===== config.mk =====
export PLATFORM = sky130hd
export DESIGN_NAME = mem_wb_stage
export DESIGN_NICKNAME = d
export VERILOG_FILES = /design/src/rtl/mem_wb_stage_pkg.sv /design/src/rtl/mem_wb_stage_wb_select.sv /design/src/rtl/mem_wb_stage.sv
export SDC_FILE = /design/constraint.sdc
export NUM_CORES = 1
export LEC_CHECK = 0
export CAP_MARGIN = 10
export CORE_ASPECT_RATIO = 0.8
export CORE_MARGIN = 2
export CORE_UTILIZATION = 51
export CTS_BUF_LIST = sky130_fd_sc_hd__clkbuf_16
export DETAILED_ROUTE_END_ITERATION = 10
export MAX_ROUTING_LAYER = met4
export PLACE_DENSITY = 0.89
export SLEW_MARGIN = 5
export SYNTH_ARGS = -nofsm -noshare
export SYNTH_HDL_FRONTEND = slang
export SYNTH_SLANG_ARGS = --single-unit
export TNS_END_PERCENT = 10

===== constraint.sdc =====
create_clock -name clk -period 4.3 [get_ports clk]
set_input_delay 0.43 -clock clk [delete_from_list [all_inputs] [get_ports clk]]
set_output_delay 0.43 -clock clk [all_outputs]
set_load 0.005 [all_outputs]

===== src/rtl/mem_wb_stage_pkg.sv =====
// Shared pipeline definitions: datapath widths, the hard-wired zero register
// and the WB control bundle carried from the decoder down to MEM/WB.
package mem_wb_stage_pkg;

    localparam int DATA_W = 32;
    localparam int REG_AW = 5;

    localparam logic [4:0] ZERO_REG = 5'd0;

    // WB control bits as produced by the control decoder and carried by
    // every upstream pipe register.
    typedef struct packed {
        logic memtoreg;
        logic regwrite;
    } wb_ctrl_t;

endpackage : mem_wb_stage_pkg


===== src/rtl/mem_wb_stage_wb_select.sv =====
// Write-back select: MemtoReg data mux plus write-enable qualification.
// Purely combinational so the forwarding unit can reuse it on any stage.
module wb_select
    import mem_wb_stage_pkg::*;
#(
    parameter int DATA_W = 32,
    parameter int REG_AW = 5
) (
    input  logic              valid_i,
    input  wb_ctrl_t          ctrl_i,
    input  logic [DATA_W-1:0] alu_i,
    input  logic [DATA_W-1:0] rdata_i,
    input  logic [REG_AW-1:0] dest_i,
    output logic              we_o,
    output logic [DATA_W-1:0] wdata_o
);

    // Loads return memory data, everything else the ALU result; a write
    // needs a real entry, RegWrite, and a destination other than $zero.
    always_comb begin
        wdata_o = ctrl_i.memtoreg ? rdata_i : alu_i;
        we_o    = valid_i & ctrl_i.regwrite & (dest_i != REG_AW'(ZERO_REG));
    end

endmodule : wb_select


===== src/rtl/mem_wb_stage.sv =====
// MEM/WB pipeline register, register-file write-back port, forwarding source
// and a saturating retired-instruction counter for debug.
module mem_wb_stage
    import mem_wb_stage_pkg::*;
#(
    parameter int DATA_W = mem_wb_stage_pkg::DATA_W,
    parameter int REG_AW = mem_wb_stage_pkg::REG_AW,
    parameter int CNT_W  = 32
) (
    input  logic              clk,
    input  logic              rst_n,
    input  logic              stall_i,
    input  logic              flush_i,
    input  logic              valid_i,
    input  logic              memtoreg_i,
    input  logic              regwrite_i,
    input  logic [DATA_W-1:0] alu_result_i,
    input  logic [DATA_W-1:0] mem_rdata_i,
    input  logic [REG_AW-1:0] dest_reg_i,
    input  logic              cnt_clr_i,
    output logic              rf_we_o,
    output logic [REG_AW-1:0] rf_waddr_o,
    output logic [DATA_W-1:0] rf_wdata_o,
    output logic              fwd_valid_o,
    output logic              wb_valid_o,
    output logic [CNT_W-1:0]  retire_cnt_o
);

    logic              valid_q, valid_d;
    wb_ctrl_t          ctrl_q, ctrl_d;
    logic [DATA_W-1:0] alu_q, alu_d;
    logic [DATA_W-1:0] rdata_q, rdata_d;
    logic [REG_AW-1:0] dest_q, dest_d;
    logic [CNT_W-1:0]  cnt_q, cnt_d;

    // Capture priority: flush turns the slot into a bubble (data held),
    // stall holds everything, otherwise load the MEM-stage entry.
    always_comb begin
        valid_d = valid_q;
        ctrl_d  = ctrl_q;
        alu_d   = alu_q;
        rdata_d = rdata_q;
        dest_d  = dest_q;
        if (flush_i) begin
            valid_d         = 1'b0;
            ctrl_d.regwrite = 1'b0;
        end else if (!stall_i) begin
            valid_d = valid_i;
            ctrl_d  = '{memtoreg: memtoreg_i, regwrite: regwrite_i};
            alu_d   = alu_result_i;
            rdata_d = mem_rdata_i;
            dest_d  = dest_reg_i;
        end
    end

    // An entry retires when it leaves WB (valid and not stalled); clear wins,
    // and the count sticks at all-ones rather than wrapping.
    always_comb begin
        cnt_d = cnt_q;
        if (cnt_clr_i) begin
            cnt_d = '0;
        end else if (valid_q && !stall_i && (cnt_q != {CNT_W{1'b1}})) begin
            cnt_d = cnt_q + CNT_W'(1);
        end
    end

    // Pipeline and counter state; every register resets so nothing goes X.
    always_ff @(posedge clk or negedge rst_n) begin
        if (!rst_n) begin
            valid_q <= 1'b0;
            ctrl_q  <= '0;
            alu_q   <= '0;
            rdata_q <= '0;
            dest_q  <= '0;
            cnt_q   <= '0;
        end else begin
            valid_q <= valid_d;
            ctrl_q  <= ctrl_d;
            alu_q   <= alu_d;
            rdata_q <= rdata_d;
            dest_q  <= dest_d;
            cnt_q   <= cnt_d;
        end
    end

    wb_select #(
        .DATA_W (DATA_W),
        .REG_AW (REG_AW)
    ) u_wb_select (
        .valid_i (valid_q),
        .ctrl_i  (ctrl_q),
        .alu_i   (alu_q),
        .rdata_i (rdata_q),
        .dest_i  (dest_q),
        .we_o    (rf_we_o),
        .wdata_o (rf_wdata_o)
    );

    // A stalled valid entry keeps rf_we_o high; the repeated write is harmless.
    assign rf_waddr_o   = dest_q;
    assign fwd_valid_o  = rf_we_o;
    assign wb_valid_o   = valid_q;
    assign retire_cnt_o = cnt_q;

endmodule : mem_wb_stage


# --- Word-level counts from Yosys, hierarchy flattened ---
# Cells that the tools add are included.
word_totals:
  ff_bits: 104
  in_bits: 77
  output_inout_bits: 72
  word_cells: 27
op_classes:
  n_addsub: 1
  n_eq_ne: 2
  n_mux: 7
  n_bitwise: 4
  reduce_logical: 6
ops:
  columns: ["operator", "count"]
  rows:
  - ["32-bit 2-to-1 mux", 3]
  - ["32-bit by 1-bit adder with 32-bit output, second input constant", 1]
  - ["32-bit inequality test, second input constant", 1]
  - ["5-bit nonzero test", 1]
  - ["1-bit 2-to-1 mux", 4]
  - ["1-bit bitwise AND", 2]
  - ["1-bit logical AND", 2]
  - ["2-bit by 1-bit inequality test with 1-bit output, second input constant", 1]
  - ["1-bit inverter", 2]
  - ["2-bit AND reduction", 1]
  - ["2-bit nonzero test", 1]
  - ["1-bit zero test", 1]

# --- Longest topological paths before layout ---
# Gate-level depths: netlist of run 1.
depth:
  depth_word: 5
  depth_mapped: 7
  depth_no_buf: 5

# --- By module ---
# From an unflattened synthesis of run 1, not the netlist that was laid out.
hier_totals:
  cells_unflattened: 389
  hier_area_um2: 5032.3
modules_own_cells:
  columns: ["module", "instances", "cells_per_inst", "area_per_inst_um2", "seq_area_each_um2"]
  rows:
  - ["mem_wb_stage", 1, 351, 4614.4, 2602.5]
  - ["wb_select", 1, 38, 417.9, 0.0]

# --- Worst setup path before layout of run 1 ---
# OpenSTA, ideal clock, no wires.
synth_path:
  kind: "reg-to-reg"
  startpoint: "register cnt_q[2] (netlist: retire_cnt_o[2])"
  endpoint: "register cnt_q[27] (netlist: retire_cnt_o[27])"
  setup_time_ns: 0.078
  arrival_ns: 1.952
  required_ns: 4.222
  slack_ns: 2.270
  stages_incl_launch_ff: 7
  n_path_buf: 1
  period_less_slack_ns: 2.030
  cell_sequence: "dfrtp_1 and4_4 nand3_4 or4_1 buf_2 or4_1 a21oi_1"
synth_via:
  elab_chain_cells: 3
  elab_cells_between_ends: 6
  classes_between: "1 x add/sub; 1 x eq/ne; 2 x mux; 2 x reduce/logical"
synth_lines:
  columns: ["element", "line", "text"]
  rows:
  - ["start: declaration", "mem_wb_stage.sv:34", "logic [CNT_W-1:0] cnt_q, cnt_d;"]
  - ["start signal: assignment", "mem_wb_stage.sv:82", "cnt_q <= cnt_d;"]
  - ["32-bit by 1-bit adder with 32-bit output / 32-bit inequality test (equally long branches)", "mem_wb_stage.sv:63, mem_wb_stage.sv:62", null]
  - ["32-bit 2-to-1 mux / 1-bit logical AND (equally long branches)", "mem_wb_stage.sv:62", "end else if (valid_q && !stall_i && (cnt_q != {CNT_W{1'b1}})) begin"]
  - ["32-bit 2-to-1 mux / 2-bit nonzero test (equally long branches)", null, null]
# Parallel ways exist; a longest one is shown, timed or not. The select of a mux whose other input is x is not followed.
# A chain may end at the register's enable or synchronous reset.

# --- Worst setup path after layout of run 1 ---
layout_path:
  startpoint: "register ctrl_q[1] (netlist bit)"
  endpoint: "output port rf_wdata_o[15]"
layout_via:
  elab_chain_cells: 1
layout_lines:
  columns: ["element", "line", "text"]
  rows:
  - ["start: declaration", "mem_wb_stage.sv:30", "wb_ctrl_t ctrl_q, ctrl_d;"]
  - ["start signal: assignment", "mem_wb_stage.sv:78", "ctrl_q <= ctrl_d;"]
  - ["32-bit 2-to-1 mux", "mem_wb_stage_wb_select.sv:21", "wdata_o = ctrl_i.memtoreg ? rdata_i : alu_i;"]
  - ["end: declaration", "mem_wb_stage.sv:23", "output logic [DATA_W-1:0] rf_wdata_o,"]
# No other way between the ends.

==> results of run 1 <==
per-layer routing:
layer,up-vias,part of all wire,global-route usage
met2,125,0.51,0.415
li1,1729,-,-
met3,18,0.055,0.0487
met4,0,0.019,0.0681
met1,1840,0.41,0.314
met5,-,0,-
synth_stat cells, drive strengths merged, types with 3 or more instances:
cell    number
a21oi       27
and4         7
buf          6
clkbuf      14
dfrtp      104
mux2       103
mux2i        3
nand2       11
nand3       12
nand4       11
nor2         8
o21ai       17
o31ai       11
or3         19
or4         12
placed cells by master (no fill, tap or decap), types with 2 or more instances in the layout:
| cell | instances |
|---|---|
| a21oi_1 | 27 |
| and3_1 | 2 |
| and4_1 | 5 |
| buf_4 | 4 |
| bufinv_16 | 2 |
| clkbuf_16 | 9 |
| clkdlybuf4s50_1 | 147 |
| clkinv_2 | 2 |
| clkinvlp_4 | 2 |
| dfrtp_1 | 104 |
| inv_1 | 2 |
| mux2_2 | 102 |
| mux2i_1 | 3 |
| nand2_1 | 11 |
| nand3_1 | 10 |
| nand4_1 | 10 |
| nor2_1 | 7 |
| nor2b_1 | 2 |
| nor4_1 | 2 |
| o2111ai_1 | 2 |
| o21ai_0 | 17 |
| o31ai_1 | 10 |
| or3_1 | 17 |
| or3_2 | 2 |
| or4_1 | 12 |
final cells by class:
type	instances	area, um2
sequential	104	2600
fill	628	2420
multi-input combinational	257	2140
timing repair buffer	152	1520
clock buffer	9	225
tap	115	144
clock inverter	7	93.8
inverter	2	7.51
report_power, final:
group	total, mW	internal [mW]	switching (mW)
Clock	0.868	0.510	0.358
Sequential	1.14	1.08	0.0665
Combinational	0.491	0.333	0.157
stage by stage:
step	instance area [um2]	setup slack (ns)	utilization
2_1_floorplan	4840	2.27	-
3_3_place_gp	6410	1.75	0.701
6_report	6730	1.44	0.736
3_5_place_dp	6410	1.68	0.701
4_1_cts	6730	1.42	0.736
5_1_grt	6730	1.35	0.736
worst paths after layout:
path | to | slack (ns) | cells after the start
hold / removal | retire_cnt_o[4] | 0.23 | 1
min in group clk | rdata_q[17] | 0.51 | 1
hold reg to reg | rdata_q[17] | 0.51 | 1
setup / recovery | rf_wdata_o[15] | 1.44 | 3
max in group asynchronous | retire_cnt_o[21] | 3.14 | 2
setup reg to reg | retire_cnt_o[30] | 1.77 | 5
state kept, by name, summed over array words and instances, names as in the netlist:
signal        flops
retire_cnt_o     32
rdata_q          32
wb_valid_o        1
ctrl_q            2
alu_q            32
rf_waddr_o        5
worst reg2reg max path, cell delays in order (launching register included):
cell     delay (ns)
dfrtp_1        0.48
ha_1           0.31
nand4_2        0.37
or4_1          0.66
or4_1          0.42
a21oi_1        0.19
kinds of logic (layout without fill, tap and decap cells):
kind of cell | after synthesis | in the layout | synth area share
AOI/OAI and AO/OA | 60 | 60 | 0.0732
xor gates and xnor gates | 2 | 2 | 0.00362
adders and majority gates | 1 | 1 | 0.00259
buffers and inverters | 23 | 170 | 0.0230
DFF | 104 | 104 | 0.538
muxes | 106 | 106 | 0.246
and+or+nand+nor | 88 | 88 | 0.114
==> qor.yml, run 1 <==
outcome: "finished with violations"
violations: "DRC"
yosysWarnings: 0
ctsHoldBuffers: 0
worst_path_largest_cell_delay_ns: 0.87
netlist_instances: 384
numCtsBuffers: 9
htreeDepth: 3
start_util: 0.528
startpoint: "ctrl_q[1]"
cts.sinks: 104
ys_ff_latch: 104
grt-ovfl-total: 0
synth-main-ff-cell: "dfrtp_1"
post_cts_buffers: 0
post_cts_resized: 0
avgSynthCellArea_um2: 12.6
place.gp.congestion: 0.843
vias: 3712
start_kind: "flip-flop"
finalHoldViolations: 0
power_mw: 2.50
clock_latency_ns: 0.34
min_path_type: "in -> async"
drtPass1Iterations: 7
antenna_found_initial: 0
nNetsFinal: 604
die_w_um: 113
path_class: "reg -> out"
drt-vias-per-instance: 5.75
min_period_ns: 2.86
clk_pin_slew_ns: 0.07
die_h_um: 91.1
max_freq_ghz: 0.350
maxCapViolCount: 0
dp_cells: 630
end_kind: "primary output"
grt_pass1_wl_mm: 19.6
max-vdd-ir-drop_mv: 0.245
cp_slowest_cell: "dfrtp_1"
drc: 6
wire_per_inst_um: 18.8
drt_wl_total_mm: 12.2
cp.required_ns: 3.87
maxSlewHeadroom: 0.172
fp.dieArea_mm2: 0.0103
root_buffer: "clkbuf_16"
cts_tree: "built"
syn_area_mm2: 0.00484
crit_arrival_ns: 2.43
cp.buffers_inverters: 2
cts_buffer_depth: 2
track_usage: 0.249
setup_viol: 0
core_mm2: 0.00915
p_per_area_mw_per_mm2: 372
fin_skew_ns: 0.00443
r2r-start: "retire_cnt_o[1]"
synth_cell_types: 39
grt_pass1_vias: 3777
cp_top_family: "flip-flops"
syn2layout_area_growth_pct: 39.2
dp_hpwl_mm: 8.51
async_flop_share: 1.00
critPathMaxFanout: 19
portBuffers: 148
slew_viol_final: 0
critical_path.cell_chain: "buf_4 > mux2_2 > clkdlybuf4s50_1"
grt_max_degree: 78
synth_nets: 462
synth_top_area_share: 0.538
fin_cells: 646
rsz0062_at_grt: "no"
io_pins: 149
final.setup.tns_ns: 0
synth_area_leaders: "dfrtp_1 54%, mux2_2 24%, a21oi_1 2.8%, or3_1 2.2%, or4_1 1.9%"
fin_crit_sh: 0.665
antenna_left: 0
synth_edf_count: 0
drt_iter0_markers: 146
yosys.area.top_type: "dfrtp_1"
num_rows: 31
layout-drive-gt1-share: 0.250
worst_slew_pin_slew_ns: 1.24
hold_slack_ns: 0.231
synth_seq_area_share: 0.538
num_antenna_cells: 0
leakagePower_nw: 2.61
(Power assumes the default switching activity.)
==> run 2: changes to the inputs <==
--- a/config.mk
+++ b/config.mk
@@ -8,11 +8,11 @@
 export CAP_MARGIN = 10
 export CORE_ASPECT_RATIO = 0.8
 export CORE_MARGIN = 2
-export CORE_UTILIZATION = 51
+export CORE_UTILIZATION = 42
 export CTS_BUF_LIST = sky130_fd_sc_hd__clkbuf_16
 export DETAILED_ROUTE_END_ITERATION = 10
 export MAX_ROUTING_LAYER = met4
-export PLACE_DENSITY = 0.89
+export PLACE_DENSITY = 0.79
 export SLEW_MARGIN = 5
 export SYNTH_ARGS = -nofsm -noshare
 export SYNTH_HDL_FRONTEND = slang
==> constraint.sdc (replaced) <==
create_clock -name clk -period 2.5 [get_ports clk]
set_input_delay 0.25 -clock clk [delete_from_list [all_inputs] [get_ports clk]]
set_output_delay 0.25 -clock clk [all_outputs]
set_load 0.005 [all_outputs]
==> run 2 against run 1 <==
The run now ends clean; critical path depth increased by 2; clock-buffer cell count unchanged; cell count increased by 6.5%; final area increased by 1.8%; non-clock buffer count increased by 9; setup slack got worse by 1.2 ns; die area increased by 21%; sequential power increased by 70%; critical path type is now reg -> reg.
==> qor.yml, run 2 (synthesis gave the netlist of run 1 again) <==
placedInstanceArea_mm2: 0.00654  # +2.0%
vias: 3697  # -0.40%
setup_viol: 0  # unchanged
numCtsBuffers: 9  # unchanged
portBuffers: 148  # unchanged
drc: 0  # -6
fin_skew_ns: 0.00685  # +0.00242 ns
worst_path_most_repeated_cell: "or4_1"
critical_path.cell_chain: "nand4_1 > or2_1 > or4_1 > or4_1 > a21oi_1"
num_rows: 35  # +13%
finalHoldViolations: 0  # unchanged
antenna_found_initial: 0  # unchanged
min_path_type: "in -> async"
final.setup.tns_ns: 0  # unchanged
outcome: "finished clean"
leakagePower_nw: 2.65  # +1.8%
max_freq_ghz: 0.443
cts_tree: "built"
grt-ovfl-total: 0  # unchanged
cts.sinks: 104  # unchanged
drt-vias-per-instance: 5.37  # -6.5%
antenna_left: 0  # unchanged
fin_crit_sh: 0.902
power_mw: 4.22  # +69%
core_mm2: 0.0114  # +24%
die_w_um: 124  # +9.8%
drtPass1Iterations: 4  # -3
dp_hpwl_mm: 8.70  # +2.3%
fp.dieArea_mm2: 0.0124  # +21%
grt_pass1_vias: 3878  # +2.7%
min_period_ns: 2.26
drt_wl_total_mm: 12.0  # -1.6%
wire_per_inst_um: 17.4  # -7.6%
critPathMaxFanout: 8  # -11
cp.buffers_inverters: 0  # -2
slew_viol_final: 0  # unchanged
num_antenna_cells: 0  # unchanged
drt_iter0_markers: 168  # +15%
place.gp.congestion: 0.830  # -1.5%
postLayoutCellArea_mm2: 0.00686  # +1.8%
root_buffer: "clkbuf_16"
clk_pin_slew_ns: 0.07  # about the same
post_cts_resized: 0  # unchanged
grt_max_degree: 51  # -35%
end_kind: "flip-flop"
final_cell_mix: "147 x clkdlybuf4s50_1, 104 x dfrtp_1, 102 x mux2_2, 27 x a21oi_1"
start_kind: "flip-flop"
cp_slowest_cell: "or4_1"
worst_slew_pin_slew_ns: 0.569  # -0.669 ns
track_usage: 0.205  # -0.0444
rsz0062_at_grt: "no"
ctsHoldBuffers: 1  # +1
crit_arrival_ns: 2.51  # +0.08 ns
nNetsFinal: 613  # +1.5%
p_per_area_mw_per_mm2: 616  # +66%
die_h_um: 100  # +9.7%
maxSlewHeadroom: 0.620  # +0.447
layout-drive-gt1-share: 0.261  # +0.0106
layout_commonest_cell: "clkdlybuf4s50_1"
r2r_slack_ns: 0.24  # -1.53 ns
clock_latency_ns: 0.34  # about the same
cp.required_ns: 2.76  # -1.11 ns
grt_pass1_wl_mm: 19.5  # -0.60%
syn2layout_area_growth_pct: 41.7
htreeDepth: 3  # unchanged
io_pins: 149  # unchanged
cp_top_family: "simple AND/OR/NAND/NOR gates"
cts_buffer_depth: 2  # unchanged
post_cts_buffers: 0  # unchanged
worst_path_largest_cell_delay_ns: 0.61  # -0.26 ns
path_class: "reg -> reg"
maxCapViolCount: 0  # unchanged
max-vdd-ir-drop_mv: 0.395  # +61%
start_util: 0.425  # -0.104
final_core_util: 0.602  # -0.134
## run 2: changes by cell type in the layout (fill, tap and decap cells not counted)
cell	change
clkinv_2	-1
bufinv_16	-1
dlygate4sd3_1	+1
buf_4	+6
clkinv_4	+1
inv_8	+1
buf_12	+2
## run 2: worst paths after layout
path                                  start                to  cells past startpoint
max                        retire_cnt_o[17]  retire_cnt_o[31]                      5
min                                   rst_n       rdata_q[14]                      2
max reg2reg                retire_cnt_o[17]  retire_cnt_o[31]                      5
min reg2reg                     rdata_q[31]       rdata_q[31]                      1
max in group asynchronous             rst_n         alu_q[24]                      3
min in group clk                rdata_q[31]       rdata_q[31]                      1
## run 2: final cells by class
class / instances / area, um2
tap: 148 / 185
sequential: 104 / 2600
timing repair buffer: 161 / 1620
inverter: 2 / 7.51
clock buffer: 9 / 225
multi-input combinational: 257 / 2140
clock inverter: 7 / 78.8
fill: 905 / 4530
## run 2: routing by layer
metal | vias up | GRT usage | wire (um)
met3 | 16 | 0.0443 | 619
met4 | 0 | 0.0596 | 245
met5 | - | - | 0
li1 | 1743 | - | -
met2 | 104 | 0.335 | 6090
met1 | 1834 | 0.257 | 5020
## run 2: worst register-to-register path: cells and delay by family (launching register included)
kind	cells	cell delay [ns]
simple gates	4	1.56
flops	1	0.45
compound gates	1	0.16
## run 2: stage by stage
step                      instances  worst slack (ns)  hold WS [ns]
after global placement          671             0.254         0.258
final                           688             0.244         0.433
after floorplan                 384             0.470       -0.0456
after global routing            688             0.111         0.463
after CTS                       688             0.246         0.440
after detailed placement        671             0.190         0.267
## run 2: report_power, final
group | internal [mW] | switching [mW]
clock | 0.787 | 0.633
sequential | 1.85 | 0.0861
combinational | 0.585 | 0.282
total | 3.22 | 1.00
